## config.mk

```make
export PLATFORM = sky130hd
export DESIGN_NAME = lsu_dm_port
export DESIGN_NICKNAME = d
export VERILOG_FILES = /design/src/rtl/lsu_pkg.sv /design/src/rtl/lsu_align.sv /design/src/rtl/lsu_dm_port.sv
export SDC_FILE = /design/constraint.sdc
export NUM_CORES = 1
export LEC_CHECK = 0
export CAP_MARGIN = 0
export CORE_AREA = 2 2 240 242
export DETAILED_ROUTE_END_ITERATION = 8
export DIE_AREA = 0 0 242 244
export GPL_ROUTABILITY_DRIVEN = 0
export PLACE_DENSITY = 0.5
export SETUP_SLACK_MARGIN = 0.3
export SYNTH_ARGS = -nofsm -noshare
export SYNTH_HDL_FRONTEND = slang
export SYNTH_HIERARCHICAL = 1
export SYNTH_SLANG_ARGS = --single-unit
export TNS_END_PERCENT = 50
```

## constraint.sdc

```tcl
create_clock -name clk -period 9.8 [get_ports clk]
set_input_delay 1.96 -clock clk [delete_from_list [all_inputs] [get_ports clk]]
set_output_delay 1.96 -clock clk [all_outputs]
set_load 0.005 [all_outputs]
```

## src/rtl/lsu_pkg.sv

```systemverilog
// Shared encodings, FSM states and access geometry helper for the
// load/store unit and its lane-alignment datapath.
package lsu_pkg;

    localparam logic [2:0] F3_B  = 3'b000;
    localparam logic [2:0] F3_H  = 3'b001;
    localparam logic [2:0] F3_W  = 3'b010;
    localparam logic [2:0] F3_D  = 3'b011;
    localparam logic [2:0] F3_BU = 3'b100;
    localparam logic [2:0] F3_HU = 3'b101;
    localparam logic [2:0] F3_WU = 3'b110;

    localparam logic [15:0] HALT_ADDR_DEF = 16'hfffc;

    typedef enum logic [2:0] {
        IDLE,
        BEAT0,
        BEAT1,
        WAIT,
        RESP
    } state_t;

    // An access crosses a doubleword when offset plus byte count exceeds 8.
    function automatic logic is_split(input logic [2:0] f3, input logic [2:0] off);
        return ({1'b0, off} + (4'd1 << f3[1:0])) > 4'd8;
    endfunction

endpackage

```

## src/rtl/lsu_align.sv

```systemverilog
// Combinational lane alignment: store shift with byte strobes, and
// load shift with sign/zero extension.
module lsu_align
    import lsu_pkg::*;
(
    input  logic [2:0]  funct3,
    input  logic [2:0]  off,
    input  logic [63:0] wdata,
    input  logic [63:0] rdata0,
    input  logic [63:0] rdata1,
    output logic [63:0] wdata_lo,
    output logic [63:0] wdata_hi,
    output logic [7:0]  strb_lo,
    output logic [7:0]  strb_hi,
    output logic [63:0] ldata
);

    logic [7:0]   mask;
    logic [5:0]   sh;
    logic [127:0] wsh;
    logic [15:0]  strb;
    logic [63:0]  rsh;

    always_comb begin
        mask = 8'h00;
        unique case (funct3[1:0])
            2'b00: mask = 8'h01;
            2'b01: mask = 8'h03;
            2'b10: mask = 8'h0f;
            2'b11: mask = 8'hff;
        endcase
    end

    assign sh       = {off, 3'b000};
    assign wsh      = {64'b0, wdata} << sh;
    assign strb     = {8'b0, mask} << off;
    assign wdata_lo = wsh[63:0];
    assign wdata_hi = wsh[127:64];
    assign strb_lo  = strb[7:0];
    assign strb_hi  = strb[15:8];

    // Beat 1 sits above beat 0 so one right shift covers split loads.
    assign rsh = 64'({rdata1, rdata0} >> sh);

    always_comb begin
        ldata = 64'b0;
        unique case (funct3)
            F3_B:    ldata = {{56{rsh[7]}}, rsh[7:0]};
            F3_H:    ldata = {{48{rsh[15]}}, rsh[15:0]};
            F3_W:    ldata = {{32{rsh[31]}}, rsh[31:0]};
            F3_D:    ldata = rsh;
            F3_BU:   ldata = {56'b0, rsh[7:0]};
            F3_HU:   ldata = {48'b0, rsh[15:0]};
            F3_WU:   ldata = {32'b0, rsh[31:0]};
            default: ldata = 64'b0;
        endcase
    end

endmodule

```

## src/rtl/lsu_dm_port.sv

```systemverilog
// RV64I load/store unit driving a doubleword-wide synchronous data
// memory, with split misaligned beats and a sticky halt-byte monitor.
module lsu_dm_port
    import lsu_pkg::*;
#(
    parameter int unsigned         ADDR_W    = 16,
    parameter logic [ADDR_W-1:0]   HALT_ADDR = ADDR_W'(HALT_ADDR_DEF)
) (
    input  logic              clk,
    input  logic              rst,
    input  logic              req_valid,
    output logic              req_ready,
    input  logic              req_we,
    input  logic [2:0]        req_funct3,
    input  logic [63:0]       req_addr,
    input  logic [63:0]       req_wdata,
    output logic              resp_valid,
    output logic [63:0]       resp_rdata,
    output logic              resp_err,
    output logic              mem_req,
    output logic              mem_we,
    output logic [ADDR_W-4:0] mem_addr,
    output logic [7:0]        mem_wstrb,
    output logic [63:0]       mem_wdata,
    input  logic [63:0]       mem_rdata,
    output logic              halt
);

    localparam int HB_LSB = 8 * int'(HALT_ADDR[2:0]);

    state_t state, state_n;

    logic [2:0]        f3_q;
    logic              we_q;
    logic [ADDR_W-1:0] addr_q;
    logic [63:0]       wdata_q;
    logic [63:0]       rdata0_q;

    logic              illegal;
    logic              split;
    logic [ADDR_W-4:0] idx_lo;
    logic [ADDR_W-4:0] idx_hi;
    logic [63:0]       wdata_lo;
    logic [63:0]       wdata_hi;
    logic [7:0]        strb_lo;
    logic [7:0]        strb_hi;
    logic [63:0]       rd0;
    logic [63:0]       rd1;
    logic [63:0]       ldata;
    logic              halt_hit;
    logic              unused_addr;

    assign unused_addr = ^req_addr[63:ADDR_W];

    assign illegal = req_we ? (req_funct3 > F3_D)
                            : (req_funct3 == 3'b111);
    assign split   = is_split(f3_q, addr_q[2:0]);
    assign idx_lo  = addr_q[ADDR_W-1:3];
    assign idx_hi  = idx_lo + (ADDR_W-3)'(1);

    // In WAIT the bus carries beat 1 for split loads, else beat 0.
    assign rd0 = split ? rdata0_q : mem_rdata;
    assign rd1 = split ? mem_rdata : 64'b0;

    lsu_align u_align (
        .funct3   (f3_q),
        .off      (addr_q[2:0]),
        .wdata    (wdata_q),
        .rdata0   (rd0),
        .rdata1   (rd1),
        .wdata_lo (wdata_lo),
        .wdata_hi (wdata_hi),
        .strb_lo  (strb_lo),
        .strb_hi  (strb_hi),
        .ldata    (ldata)
    );

    always_ff @(posedge clk or negedge rst) begin
        if (!rst) state <= IDLE;
        else      state <= state_n;
    end

    always_comb begin
        state_n    = state;
        req_ready  = 1'b0;
        resp_valid = 1'b0;
        mem_req    = 1'b0;
        mem_we     = 1'b0;
        mem_addr   = '0;
        mem_wstrb  = 8'b0;
        mem_wdata  = 64'b0;
        unique case (state)
            IDLE: begin
                req_ready = 1'b1;
                if (req_valid) state_n = illegal ? RESP : BEAT0;
            end
            BEAT0: begin
                mem_req   = 1'b1;
                mem_we    = we_q;
                mem_addr  = idx_lo;
                mem_wstrb = we_q ? strb_lo : 8'b0;
                mem_wdata = we_q ? wdata_lo : 64'b0;
                if (split)     state_n = BEAT1;
                else if (we_q) state_n = RESP;
                else           state_n = WAIT;
            end
            BEAT1: begin
                mem_req   = 1'b1;
                mem_we    = we_q;
                mem_addr  = idx_hi;
                mem_wstrb = we_q ? strb_hi : 8'b0;
                mem_wdata = we_q ? wdata_hi : 64'b0;
                state_n   = we_q ? RESP : WAIT;
            end
            WAIT: state_n = RESP;
            RESP: begin
                resp_valid = 1'b1;
                state_n    = IDLE;
            end
            default: state_n = IDLE;
        endcase
    end

    assign halt_hit = mem_req && mem_we
                   && (mem_addr == HALT_ADDR[ADDR_W-1:3])
                   && mem_wstrb[HALT_ADDR[2:0]]
                   && (mem_wdata[HB_LSB +: 8] == 8'hff);

    always_ff @(posedge clk or negedge rst) begin
        if (!rst) begin
            f3_q       <= 3'b0;
            we_q       <= 1'b0;
            addr_q     <= '0;
            wdata_q    <= 64'b0;
            rdata0_q   <= 64'b0;
            resp_rdata <= 64'b0;
            resp_err   <= 1'b0;
            halt       <= 1'b0;
        end else begin
            if (state == IDLE && req_valid) begin
                f3_q    <= req_funct3;
                we_q    <= req_we;
                addr_q  <= req_addr[ADDR_W-1:0];
                wdata_q <= req_wdata;
            end
            if (state == BEAT1 && !we_q) rdata0_q <= mem_rdata;
            resp_rdata <= (state == WAIT) ? ldata : 64'b0;
            resp_err   <= (state == IDLE) && req_valid && illegal;
            if (halt_hit) halt <= 1'b1;
        end
    end

endmodule

```

==> out/results.tsv <==
stage	metric	value	unit
setup_path	crit path max-delay cell type	dfrtp_4	
setup_path	crit path launch type	flop	
setup_path	slowest stage delay, CP	840	ps
route	DRT iter0 DRCs	1153	
min_path	Worst Hold Launch	halt	
floorplan	die width	242	µm
timing	Hold Slack	483.6	ps
timing	Tcrit/Tclk final	66.74	%
yosys	cells after synthesis	1748	
floorplan	chip height	244	µm
finish	P&R area growth vs syn	26.70	%
pwr	Seq pwr share	19.9	%
pwr	Sw Share	47.85	%
finish	share of cells above drive strength 1	18.79	%
setup_path	RR Startpoint	f3_q[0]	
clock_tree	clock sink total	217	
clock_tree	worst skew pair latency	580	ps
route	DR vias	14550	
status	status	finished clean	
setup_path	worst r2r dst	resp_rdata[10]	
min_path	Hold EP	halt	
timing	Total Neg Setup Slack	0	ps
setup_path	worst-path cell chain	buf_4 -> buf_4 -> and2_1 -> and2_1 -> nand2_1 -> o21ai_0 -> a22o_1 -> clkdlybuf4s50_1	
global_routing	pin count of the biggest net entering global routing	90	
timing	Max Clock Freq	152.9	MHz
setup_path	CP Max Fanout	41	
timing	Final Setup Violations	0	
global_routing	Congestion Overflow GR	0	
timing	Max transition margin	26.70	%
clock_tree	H-tree Lvls	1	
clock_tree	Hold Buf Count CTS	0	
timing	Slew Viols, Final	0	
finish	layout net count	2140	
floorplan	Die ar.	59050	µm²
route	DR DRC count	0	
setup_path	CP required	7840	ps
yosys	Ys Warns	6	
floorplan	I/O pin cnt	354	
timing	post-route worst setup slack	3260	ps
setup_path	Crit. End Element	output port	
min_path	Hold Path Stages	1	
route	ANT nets after route	0	
global_routing	initial antenna violation count	15	
timing	final hold violations	0	
floorplan	Core Box Area	56170	µm²
clock_tree	CTS resizes	0	
place	DP Worst Slack	3855	ps
timing	RSZ-0062 raised after global routing	no	
clock_tree	worst-case clock buffer depth	3	
floorplan	standard-cell rows	87	
yosys	Avg Synthesized Cell Area	9.559	µm²
pwr	Logic pwr share	66.8	%
setup_path	worst reg2reg path depth	14	
place	IO Port Bufs	305	
global_routing	first-pass GRT wire length	92180	µm
route	Vias/cell	5.341	
setup_path	R2R Setup Slk	4790	ps
timing	post-layout min period	6540	ps
route	Pre-Repair DR Iteration Count	4	
yosys	Post-Syn Area	16710	µm²
pwr	internal power	4.541	mW
pwr	leakage power total	8.878	nW
min_path	Hold Crit Class	reg -> reg	
clock_tree	Reg clk slew, reported paths	60	ps
setup_path	worst setup path class	reg -> out	
finish	fill count	5634	
place	detailed placer's ending HPWL	46410	µm
pwr	VDD IR max	0.2124	mV
floorplan	Initial Utilization	29.75	%
flow_run	maxcap violations	0	
timing	Post-Route Skew	17.23	ps
clock_tree	CTS tree	yes	
clock_tree	CTS Buf Count	28	
global_routing	vias in the first global route	13877	
clock_tree	setup bufs post-CTS	0	
setup_path	Worst EP arrival	4580	ps
timing	Worst-Margin Slew	1091	ps
route	Post-Route WL	62330	µm
pwr	clock share of power	13.3	%
pwr	Power Density	411.3	nW/µm²
global_routing	All-Layer GR Usage	20.42	%
clock_tree	CTS root buf	clkbuf_16	
pwr	Sw Pwr	4.166	mW
route	DR WL/cell	22.88	µm
==> stage by stage <==
stage	cells	power [mW]	cell area (µm²)	util, %
3_3_place_gp	2662	7.414	20110	35.81
4_1_cts	2714	8.678	21150	37.65
2_1_floorplan	1756	5.773	16740	-
3_5_place_dp	2662	7.479	20110	35.81
6_report	2724	8.707	21170	37.69
5_1_grt	2719	9.323	21160	37.67
==> placed cells by master (no fill, tap or decap), types with 6 or more instances in the layout <==
cell               n
a21oi_1           41
a21oi_2            9
a22o_1            91
a31oi_1           27
a32o_1            10
and2_1           148
and3_1            27
buf_4             21
clkbuf_16         29
clkdlybuf4s50_1  304
conb_1             9
dfrtp_1          214
diode_2           10
inv_1             10
mux2_2           174
mux2i_1          108
mux4_2            84
nand2_1          355
nand2b_1           6
nand3_1           13
nand3b_1          10
nand4_1           21
nor2_1            60
nor2b_1            7
nor3_1             7
o211ai_1          18
o21ai_0           39
o21ba_2            8
o22ai_1           17
==> state kept, by name (all words and copies together), names as in the netlist <==
name	flops
rdata0_q	64
state	3
wdata_q	64
resp_err	1
addr_q	16
we_q	1
f3_q	3
halt	1
resp_rdata	64
==> power by group through the flow <==
stage	Sequential, mW	Clock (mW)	Combinational [mW]
2_1_floorplan	1.44	0	4.33
3_3_place_gp	1.72	0	5.69
3_5_place_dp	1.74	0	5.74
4_1_cts	1.72	1.19	5.76
5_1_grt	1.79	1.23	6.31
6_report	1.74	1.15	5.82
==> critical path: cells and delay by family (launching register included) <==
family | cells | cell delay (ps)
AND/OR/NAND/NOR | 3 | 1030
AO/OA/AOI/OAI | 2 | 240
flip-flops | 1 | 840
buffers and inverters | 3 | 1840
==> routing by layer <==
| metal | vias up | part of all wire (%) | global-route usage, % |
|---|---|---|---|
| met1 | 7199 | 45 | 28.91 |
| met2 | 577 | 44 | 30.45 |
| met3 | 84 | 8.4 | 5.015 |
| met4 | 10 | 3.1 | 6.627 |
| li1 | 6680 | - | - |
| met5 | - | 0.11 | 0 |
==> how the worst max path moves through the flow <==
| stage | start | end | slack (ps) |
|---|---|---|---|
| 3_5_place_dp | addr_q[0] | mem_wdata[18] | 3850 |
| 6_report | addr_q[0] | mem_wdata[18] | 3260 |
| 5_1_grt | addr_q[0] | mem_wdata[18] | 2980 |
| 2_1_floorplan | addr_q[0] | mem_wdata[37] | 5860 |
| 4_1_cts | addr_q[0] | mem_wdata[18] | 3230 |
| 3_3_place_gp | addr_q[0] | mem_wdata[18] | 3920 |
==> final cells by class <==
cell class | instances | area, µm² | share of cell area [%]
repair buffers | 326 | 3216 | 15.19
multi-input cells | 1350 | 10460 | 49.43
inverters | 13 | 48.80 | 0.2305
diodes | 10 | 25.02 | 0.1182
clock inverters | 18 | 247.7 | 1.170
clock buffers | 34 | 784.5 | 3.706
flip-flops and latches | 217 | 5439 | 25.69
well taps | 756 | 945.9 | 4.468
No activity file was read; power rests on OpenSTA's default activity.
